[src/rtl/median_avg_engine.sv]
`default_nettype none
//==============================================================================
//  Module      : median_avg_engine
//  Description : Synchronises an asynchronous sample strobe, filters samples
//                through an optional 3-tap median, collects DEPTH filtered
//                values into a circular buffer and publishes a saturated
//                block average with an acknowledged interrupt to the CPU.
//  Revision    : 1.0 - initial release
//------------------------------------------------------------------------------
//  Ports
//    clk_i        in   system clock, rising edge
//    rst_i        in   asynchronous active-high reset
//    data_av_ai   in   asynchronous sample strobe (one sample per rising edge)
//    data_i       in   sample value, stable while data_av_ai is high
//    median_en_i  in   1 = 3-tap median, 0 = bypass
//    irq_ack_i    in   interrupt acknowledge
//    rd_addr_i    in   buffer readback address
//    rd_data_o    out  buffer readback data (1-cycle latency)
//    avg_o        out  last computed average (saturated to OUT_W bits)
//    avg_valid_o  out  an average has been computed since reset
//    irq_o        out  interrupt request (level)
//    overrun_o    out  sticky: a filtered value was dropped
//    fill_o       out  values collected in the current block
//==============================================================================
module median_avg_engine #(
    parameter int DATA_W      = 16,
    parameter int LOG2_DEPTH  = 3,
    parameter int OUT_W       = 8,
    parameter int SYNC_STAGES = 2
) (
    input  logic                  clk_i,
    input  logic                  rst_i,
    input  logic                  data_av_ai,
    input  logic [DATA_W-1:0]     data_i,
    input  logic                  median_en_i,
    input  logic                  irq_ack_i,
    input  logic [LOG2_DEPTH-1:0] rd_addr_i,
    output logic [DATA_W-1:0]     rd_data_o,
    output logic [OUT_W-1:0]      avg_o,
    output logic                  avg_valid_o,
    output logic                  irq_o,
    output logic                  overrun_o,
    output logic [LOG2_DEPTH:0]   fill_o
);

    localparam int c_DEPTH = 1 << LOG2_DEPTH;
    localparam int c_SUM_W = DATA_W + LOG2_DEPTH;

    localparam logic [LOG2_DEPTH:0]   c_FILL_ONE  = 1;
    localparam logic [LOG2_DEPTH:0]   c_FILL_LAST = (LOG2_DEPTH+1)'(c_DEPTH - 1);
    localparam logic [LOG2_DEPTH-1:0] c_PTR_ONE   = 1;
    // Largest representable average, one bit wider than the mean so the
    // comparison also covers OUT_W == DATA_W.
    localparam logic [DATA_W:0]       c_AVG_MAX   = (DATA_W+1)'((64'd1 << OUT_W) - 64'd1);

    typedef enum logic [0:0] {
        ST_COLLECT  = 1'b0,
        ST_WAIT_ACK = 1'b1
    } state_t;

    //--------------------------------------------------------------------------
    // Strobe synchroniser and rising-edge detect. The edge register clears on
    // reset, so a strobe already high at reset release yields one sample.
    //--------------------------------------------------------------------------
    logic [SYNC_STAGES-1:0] r_sync;
    logic                   r_sync_d;
    logic                   w_sample_stb;

    always_ff @(posedge clk_i or posedge rst_i) begin
        if (rst_i) begin
            r_sync   <= '0;
            r_sync_d <= 1'b0;
        end else begin
            r_sync   <= {r_sync[SYNC_STAGES-2:0], data_av_ai};
            r_sync_d <= r_sync[SYNC_STAGES-1];
        end
    end

    assign w_sample_stb = r_sync[SYNC_STAGES-1] & ~r_sync_d;

    //--------------------------------------------------------------------------
    // Sample window and median filter
    //--------------------------------------------------------------------------
    logic [DATA_W-1:0] r_w0;
    logic [DATA_W-1:0] r_w1;
    logic [1:0]        r_win_cnt;
    logic [DATA_W-1:0] r_med;
    logic              r_med_valid;

    logic [DATA_W-1:0] w_min_ab;
    logic [DATA_W-1:0] w_max_ab;
    logic [DATA_W-1:0] w_min_mc;
    logic [DATA_W-1:0] w_median;
    logic [DATA_W-1:0] w_med_next;
    logic              w_med_ok;

    assign w_min_ab   = (data_i < r_w0) ? data_i : r_w0;
    assign w_max_ab   = (data_i < r_w0) ? r_w0   : data_i;
    assign w_min_mc   = (w_max_ab < r_w1) ? w_max_ab : r_w1;
    assign w_median   = (w_min_ab < w_min_mc) ? w_min_mc : w_min_ab;
    assign w_med_next = median_en_i ? w_median : data_i;
    // The median needs two real history samples before it means anything.
    assign w_med_ok   = ~median_en_i | (r_win_cnt >= 2'd2);

    always_ff @(posedge clk_i or posedge rst_i) begin
        if (rst_i) begin
            r_w0        <= '0;
            r_w1        <= '0;
            r_win_cnt   <= 2'd0;
            r_med       <= '0;
            r_med_valid <= 1'b0;
        end else begin
            r_med_valid <= 1'b0;
            if (w_sample_stb) begin
                r_w1        <= r_w0;
                r_w0        <= data_i;
                r_med       <= w_med_next;
                r_med_valid <= w_med_ok;
                if (r_win_cnt != 2'd3) begin
                    r_win_cnt <= r_win_cnt + 2'd1;
                end
            end
        end
    end

    //--------------------------------------------------------------------------
    // Block FSM
    //--------------------------------------------------------------------------
    state_t r_state;
    state_t w_state_next;
    logic   w_accept;
    logic   w_block_done;
    logic   w_release;
    logic   w_drop;

    logic [LOG2_DEPTH:0] r_fill;

    always_ff @(posedge clk_i or posedge rst_i) begin
        if (rst_i) begin
            r_state <= ST_COLLECT;
        end else begin
            r_state <= w_state_next;
        end
    end

    always_comb begin
        w_state_next = r_state;
        w_accept     = 1'b0;
        w_block_done = 1'b0;
        w_release    = 1'b0;
        w_drop       = 1'b0;
        case (r_state)
            ST_COLLECT: begin
                if (r_med_valid) begin
                    w_accept = 1'b1;
                    if (r_fill == c_FILL_LAST) begin
                        w_block_done = 1'b1;
                        w_state_next = ST_WAIT_ACK;
                    end
                end
            end
            ST_WAIT_ACK: begin
                // Nothing is accepted while the CPU owns the result, even in
                // the ack cycle itself.
                w_drop = r_med_valid;
                if (irq_ack_i) begin
                    w_release    = 1'b1;
                    w_state_next = ST_COLLECT;
                end
            end
            default: begin
                w_state_next = ST_COLLECT;
            end
        endcase
    end

    //--------------------------------------------------------------------------
    // Accumulator, average and status
    //--------------------------------------------------------------------------
    logic [LOG2_DEPTH-1:0] r_wr_ptr;
    logic [c_SUM_W-1:0]    r_sum;
    logic [OUT_W-1:0]      r_avg;
    logic                  r_avg_valid;
    logic                  r_irq;
    logic                  r_overrun;

    logic [c_SUM_W-1:0]    w_sum_next;
    logic [DATA_W-1:0]     w_mean;
    logic [DATA_W:0]       w_mean_sat;

    // The average includes the value completing the block, so it is taken
    // from the post-add sum.
    assign w_sum_next = r_sum + {{LOG2_DEPTH{1'b0}}, r_med};
    assign w_mean     = w_sum_next[c_SUM_W-1:LOG2_DEPTH];
    assign w_mean_sat = ({1'b0, w_mean} > c_AVG_MAX) ? c_AVG_MAX : {1'b0, w_mean};

    always_ff @(posedge clk_i or posedge rst_i) begin
        if (rst_i) begin
            r_wr_ptr    <= '0;
            r_sum       <= '0;
            r_fill      <= '0;
            r_avg       <= '0;
            r_avg_valid <= 1'b0;
            r_irq       <= 1'b0;
            r_overrun   <= 1'b0;
        end else begin
            if (w_accept) begin
                r_wr_ptr <= r_wr_ptr + c_PTR_ONE;
                r_sum    <= w_sum_next;
                r_fill   <= r_fill + c_FILL_ONE;
            end
            if (w_block_done) begin
                r_avg       <= w_mean_sat[OUT_W-1:0];
                r_avg_valid <= 1'b1;
                r_irq       <= 1'b1;
            end
            if (w_drop) begin
                r_overrun <= 1'b1;
            end
            // The write pointer is left alone so the next block continues
            // from where the previous one wrapped.
            if (w_release) begin
                r_irq  <= 1'b0;
                r_sum  <= '0;
                r_fill <= '0;
            end
        end
    end

    //--------------------------------------------------------------------------
    // Sample buffer. Contents are not reset; only the readback port is.
    //--------------------------------------------------------------------------
    logic [DATA_W-1:0] r_buf [c_DEPTH];
    logic [DATA_W-1:0] r_rd_data;

    always_ff @(posedge clk_i) begin
        if (w_accept) begin
            r_buf[r_wr_ptr] <= r_med;
        end
    end

    always_ff @(posedge clk_i or posedge rst_i) begin
        if (rst_i) begin
            r_rd_data <= '0;
        end else begin
            r_rd_data <= r_buf[rd_addr_i];
        end
    end

    assign rd_data_o   = r_rd_data;
    assign avg_o       = r_avg;
    assign avg_valid_o = r_avg_valid;
    assign irq_o       = r_irq;
    assign overrun_o   = r_overrun;
    assign fill_o      = r_fill;

endmodule

`default_nettype wire

[config.mk]
export PLATFORM = sky130hd
export DESIGN_NAME = median_avg_engine
export DESIGN_NICKNAME = d
export VERILOG_FILES = /design/src/rtl/median_avg_engine.sv
export SDC_FILE = /design/constraint.sdc
export NUM_CORES = 1
export LEC_CHECK = 0
export BUFFER_PORTS_ARGS = -buffer_cell sky130_fd_sc_hd__buf_2
export CAP_MARGIN = 30
export CORE_MARGIN = 1.5
export CORE_UTILIZATION = 29
export CTS_BUF_LIST = sky130_fd_sc_hd__clkbuf_4
export DETAILED_ROUTE_END_ITERATION = 10
export SYNTH_ARGS = -nofsm -noshare
export SYNTH_HDL_FRONTEND = slang
export SYNTH_SLANG_ARGS = --single-unit
[constraint.sdc]
create_clock -name clk_i -period 5.3 [get_ports clk_i]
set_clock_uncertainty 0.05 [all_clocks]
set_input_delay 1.06 -clock clk_i [delete_from_list [all_inputs] [get_ports clk_i]]
set_output_delay 1.06 -clock clk_i [all_outputs]
set_load 0.01 [all_outputs]
==> impl_metrics.json, run 1 <==
{
  "status": "complete, but fails checks",
  "violations": "negative setup slack",
  "arrival_ns": 6.07,
  "regArea_um2": 6550,
  "die_y_um": 201,
  "slew_headroom_pct": 36.7,
  "cp-startpoint": "data_i[5]",
  "cts_buffers": 68,
  "netlist_area_um2": 11400,
  "drt-total-wl_um": 28300,
  "synth_top_area_cell": "edfxtp_1",
  "nNetsFinal": 1172,
  "hp-start": "r_sync[0]$_DFF_PP0_",
  "yosys_warnings": 0,
  "path_max_fanout": 7,
  "slowest_delay_ns": 0.33,
  "insertion_delay_ns": 0.70,
  "coreArea_um2": 38700,
  "power_density_nw_per_um2": 478,
  "fin_ws_ns": -0.238,
  "grt_overflow_total": 0,
  "syn_nets": 970,
  "grtUsageMet2_pct": 22.9,
  "clk_path_buf_depth": 3,
  "num_rows": 72,
  "grt_usage_pct": 14.3,
  "hold_slack_ns": 0.361,
  "wl_per_cell_um": 17.2,
  "fmax_ghz": 0.181,
  "yosysUniqueCellTypes": 60,
  "required_ns": 5.83,
  "met1_usage_pct": 18.7,
  "first_pass_iters": 4,
  "synth-edff-count": 128,
  "grt_start_max_net_pins": 66,
  "cts.clk_slew.worst_paths_ns": 0.06,
  "dieArea_um2": 40600,
  "postRouteAntennaNets": 0,
  "top_usage_layer": "met2",
  "cp_slowest_cell": "or3_4",
  "drive_above_1_share_pct": 37.5,
  "area_delta_synth_final_pct": 26.5,
  "worst_pin_slew_ns": 0.947,
  "syn_area_per_cell_um2": 13.0,
  "ys_seq_area_share_pct": 57.4,
  "die_x_um": 201,
  "cp_common_cell": "o21ai_2",
  "hold_viol": 0,
  "port_buffers": 54,
  "hold_path.class": "reg2reg",
  "timing.rr.start": "r_w0[5]$_DFFE_PP0P_",
  "cellLeakagePower_uw": 0.00588,
  "synthFlopType": "edfxtp_1",
  "worstSetupEndpointType": "flop",
  "p_total_uw": 6890,
  "routabilityCongestion": 0.835,
  "synth.area.top_cells": "edfxtp_1 (34%), dfrtp_1 (24%), ha_1 (7.1%), mux4_2 (6.3%), o21ai_0 (3.2%)",
  "fillers": 3767,
  "timing.final.crit_share_pct": 104,
  "multi_input_area_um2": 4980,
  "use_met3_pct": 3.16,
  "yosysTopAreaCellShare_pct": 33.7,
  "slew_violations": 0,
  "finalSetupTns_ns": -3.08,
  "synth_most_common_cell": "edfxtp_1",
  "setup_violations": 16,
  "cap_violations": 0,
  "num_vias": 7909,
  "htree_num_levels": 3,
  "hpwl_um": 18800,
  "peakVddDrop_v": 0.000186,
  "io_pins": 55,
  "drcViolationCount": 0,
  "cts_tree": "built",
  "ctsHoldBuffers": 0,
  "synth-async-reset-ratio_pct": 45.8,
  "grt_pass1_wl_um": 45300,
  "synth_common_cells": "edfxtp_1 (128), dfrtp_1 (108), nand2_1 (85), o21ai_0 (73), ha_1 (65)",
  "start_kind": "input pin",
  "viasPerCell": 4.80,
  "finalCriticalPeriod_ns": 5.54,
  "cts_sinks": 236,
  "start_util_pct": 29.5,
  "drt_iter0_markers": 320,
  "rsz0062_at_grt": "yes",
  "antenna_found_initial": 1,
  "syn_inst": 880,
  "ctsRootBufferMaster": "clkbuf_4",
  "criticalPathCategory": "in2reg",
  "grt_pass1_vias": 8373,
  "synth_seq_cells": 236
}
==> cell families (layout without fill, tap and decap cells) <==
logic type,Yosys count,after routing,synth area share [%]
other,0,1,0
and+or+nand+nor,178,179,7.39
adders and majority gates,66,66,7.30
DFF,236,236,57.4
muxes,80,80,10.8
xor gates and xnor gates,20,20,1.53
buffers and inverters,85,333,2.97
AOI/OAI and AO/OA,215,215,12.6
==> worst max-delay path, delay by kind of cell <==
family                   cells  cell delay (ns)
multiplexers                 1             0.29
adder cells (fa/ha/maj)      3             0.75
AO/OA/AOI/OAI               14             2.80
AND/OR/NAND/NOR              4             0.73
buffers and inverters        3             0.43
==> cells in the final DEF, fill, tap and decap left out, drive strengths merged, types with 28 or more instances in the layout <==
cell    count
mux2       28
mux4       32
inv        45
a21oi      38
clkbuf     99
o21ai      77
dfrtp     108
nand2      87
ha         65
edfxtp    128
buf       174
==> state kept, by name (all words and copies together) (netlist names) <==
name         count
r_buf          128
r_sum           19
r_med           16
r_w0            16
r_w1            16
rd_data_o       16
avg_o            8
fill_o           4
r_wr_ptr         3
r_sync           2
r_win_cnt        2
avg_valid_o      1
irq_o            1
overrun_o        1
r_med_valid      1
r_state          1
r_sync_d         1
==> where the power goes <==
part,internal [µW],switching (µW)
sequential,2330,329
combinational,1190,1310
clock,953,783
total,4480,2420
==> stage by stage <==
| stage | util, % | cells | instance area, µm² | setup slack, ns |
|---|---|---|---|---|
| floorplan | - | 880 | 11500 | -0.482 |
| global placement | 33.8 | 1515 | 13100 | -0.964 |
| detailed placement | 33.8 | 1515 | 13100 | -1.10 |
| CTS | 36.6 | 1644 | 14200 | -0.228 |
| global route | 37.3 | 1648 | 14400 | -0.411 |
| finish | 37.3 | 1648 | 14400 | -0.238 |
==> worst paths after layout <==
kind,end,slack (ns),cells past startpoint
max,r_med[15]$_DFFE_PP0P_,-0.24,25
min,r_sync[1]$_DFF_PP0_,0.36,0
max reg2reg,r_med[15]$_DFFE_PP0P_,-0.17,25
min reg2reg,r_sync[1]$_DFF_PP0_,0.36,0
max in group asynchronous,r_med[4]$_DFFE_PP0P_,3.72,3
min in group asynchronous,fill_o[1]$_DFFE_PP0P_,0.44,2
==> cell type report <==
cell class                      instances  area share, %
Antenna cell                            1         0.0173
Clock buffer                           99           5.15
Clock inverter                         18          0.902
Inverter                               42           1.11
Multi-Input combinational cell        560           34.5
Sequential cell                       236           45.4
Tap cell                              518           4.49
Timing Repair Buffer                  174           8.47
==> routing by layer <==
metal	wire length, µm	up-vias
li1	-	3787
met4	722	0
met1	13100	3921
met3	1090	53
met5	0	-
met2	13400	148
==> timing repair <==
action,in CTS,in global routing
endpoints found under the setup margin,16,16
resized for setup,29,59
gates cloned,1,1
pin swaps,18,31
buffers inserted,11,3
Note: power is estimated with default switching activity, not from simulation.
==> inputs of run 2 (changes only) <==
--- a/config.mk
+++ b/config.mk
@@ -9,7 +9,8 @@
 export CAP_MARGIN = 30
 export CORE_MARGIN = 1.5
 export CORE_UTILIZATION = 29
-export CTS_BUF_LIST = sky130_fd_sc_hd__clkbuf_4
+export CTS_BUF_LIST = sky130_fd_sc_hd__clkbuf_8 sky130_fd_sc_hd__clkbuf_16
+export CTS_CLUSTER_DIAMETER = 150
 export DETAILED_ROUTE_END_ITERATION = 10
 export SYNTH_ARGS = -nofsm -noshare
 export SYNTH_HDL_FRONTEND = slang
==> impl_metrics.json, run 2 (synthesized netlist as in run 1, its figures left out) <==
{
  "drt_iter0_markers": 321,
  "setup_violations": 16,
  "wl_met3_um": 1050,
  "peakVddDrop_v": 0.000293,
  "coreArea_um2": 38700,
  "ctsRootBufferMaster": "clkbuf_16",
  "ctsHoldBuffers": 0,
  "dp_worst_setup_slack_ns": -1.10,
  "required_ns": 5.72,
  "drive_above_1_share_pct": 34.1,
  "switching_power_uw": 2460,
  "antenna_found_initial": 0,
  "grt_pass1_vias": 8157,
  "grt_usage_pct": 14.0,
  "num_rows": 72,
  "grt_start_max_net_pins": 66,
  "worst_pin_slew_ns": 0.955,
  "topRoutingLayerUsed": "met4",
  "dieArea_um2": 40600,
  "n_antenna_cell": 0,
  "reg.largest.list": "r_buf x128, r_sum x19",
  "power_frac_seq_pct": 37.2,
  "timing.final.crit_share_pct": 104,
  "arrival_ns": 5.96,
  "num_vias": 7723,
  "power_density_nw_per_um2": 490,
  "final_common_cell": "edfxtp_1",
  "violations": "negative setup slack",
  "regMostFlops": "r_buf",
  "wl_met1_um": 13000,
  "hold_slack_ns": 0.357,
  "cts_tree": "built",
  "cts_buffers": 27,
  "drcViolationCount": 0,
  "cellLeakagePower_uw": 0.00586,
  "layout_common_cells": "edfxtp_1 (128), buf_4 (117), dfrtp_1 (108), nand2_1 (83), ha_1 (57)",
  "p_int_uw": 4700,
  "p_sw_share_pct": 34.3,
  "die_x_um": 201,
  "fin_ws_ns": -0.235,
  "p_comb_share_pct": 35.9,
  "area_delta_synth_final_pct": 28.0,
  "fillers": 3732,
  "start_kind": "input pin",
  "viasPerCell": 4.87,
  "drt-total-wl_um": 28100,
  "hold_viol": 0,
  "insertion_delay_ns": 0.55,
  "clockPowerShare_pct": 26.9,
  "criticalPathCategory": "in2reg",
  "io_pins": 55,
  "hpwl_um": 18800,
  "slew_headroom_pct": 36.1,
  "nNetsFinal": 1137,
  "hold_depth": 0,
  "postRouteAntennaNets": 0,
  "grt_overflow_total": 0,
  "routabilityCongestion": 0.835,
  "largest_reg_flops": 128,
  "wl_per_cell_um": 17.7,
  "cap_violations": 0,
  "rsz0062_at_grt": "yes",
  "first_pass_iters": 4,
  "slew_violations": 0,
  "cts.clk_slew.worst_paths_ns": 0.06,
  "port_buffers": 54,
  "worstSetupEndpointType": "flop",
  "die_y_um": 201,
  "cts_sinks": 236,
  "grt_pass1_wl_um": 45200,
  "fmax_ghz": 0.181,
  "status": "complete, but fails checks",
  "start_util_pct": 29.5,
  "htree_num_levels": 1,
  "reg2reg_depth": 26,
  "dr_wl_met2_um": 13500,
  "clk_path_buf_depth": 3,
  "hold_path.class": "reg2reg",
  "path_max_fanout": 7,
  "finalCriticalPeriod_ns": 5.54
}
## run 2: cell type report
class	count	area [µm²]	share of cell area, %
inverters	42	160	1.10
clock buffers	27	676	4.63
repair buffers	179	1280	8.74
multi-input cells	561	5060	34.6
clock inverters	23	240	1.65
well taps	518	648	4.44
flip-flops and latches	236	6550	44.8
## run 2: stage by stage
step                      setup TNS, ns  std cells  area [µm²]  total power (µW)  utilization (%)
after floorplan                   -6.97        880       11500              4080                -
after CTS                         -3.54       1579       14400              7080             37.1
after detailed placement         -17.02       1515       13100              4870             33.8
after global routing              -6.51       1586       14600              7580             37.7
final                             -3.01       1586       14600              7160             37.7
after global placement           -15.18       1515       13100              4810             33.8
## run 2: critical path, stage by stage
cell	delay, ns
buf_8	0.10
ha_4	0.23
a21o_1	0.19
a221oi_4	0.33
o21ai_2	0.12
buf_4	0.16
a21o_4	0.22
o21ai_4	0.15
ha_4	0.22
a21o_1	0.20
or3_4	0.34
nor4_4	0.14
nand2_2	0.10
o31ai_4	0.27
mux2i_1	0.27
ha_1	0.29
a211oi_2	0.24
o21bai_1	0.10
a211oi_2	0.22
o21ai_2	0.09
buf_4	0.14
a21oi_2	0.13
o21a_4	0.26
buf_8	0.15
o21ai_1	0.08
o21ai_1	0.15
## run 2: worst paths after layout
check,startpoint,slack [ns],to
max in group asynchronous,rst_i,3.59,r_w0[8]$_DFFE_PP0P_
max,data_i[5],-0.24,r_med[15]$_DFFE_PP0P_
max reg2reg,r_w0[5]$_DFFE_PP0P_,-0.09,r_med[15]$_DFFE_PP0P_
min in group asynchronous,rst_i,0.56,fill_o[1]$_DFFE_PP0P_
min reg2reg,r_sync[0]$_DFF_PP0_,0.36,r_sync[1]$_DFF_PP0_
min,r_sync[0]$_DFF_PP0_,0.36,r_sync[1]$_DFF_PP0_
## run 2: what timing repair did
item / CTS / global route
gates cloned: 3 / 0
endpoints found under the hold margin: 0 / 0
pin swaps: 22 / 16
buffers inserted: 11 / 8
gates resized for setup: 54 / 44
endpoints found under the setup margin: 16 / 16
## run 2: power by group through the flow
stage | sequential [µW] | combinational [µW] | clock, µW
2_1_floorplan | 2570 | 1510 | 0
3_3_place_gp | 2670 | 2140 | 0
3_5_place_dp | 2690 | 2180 | 0
4_1_cts | 2660 | 2440 | 1980
5_1_grt | 2710 | 2820 | 2050
6_report | 2660 | 2570 | 1930
## run 2: per-layer routing
layer | vias to the layer above | GRT usage (%)
li1 | 3681 | -
met1 | 3846 | 19.1
met2 | 147 | 23.3
met3 | 49 | 2.11
met4 | 0 | 3.94
met5 | - | 0
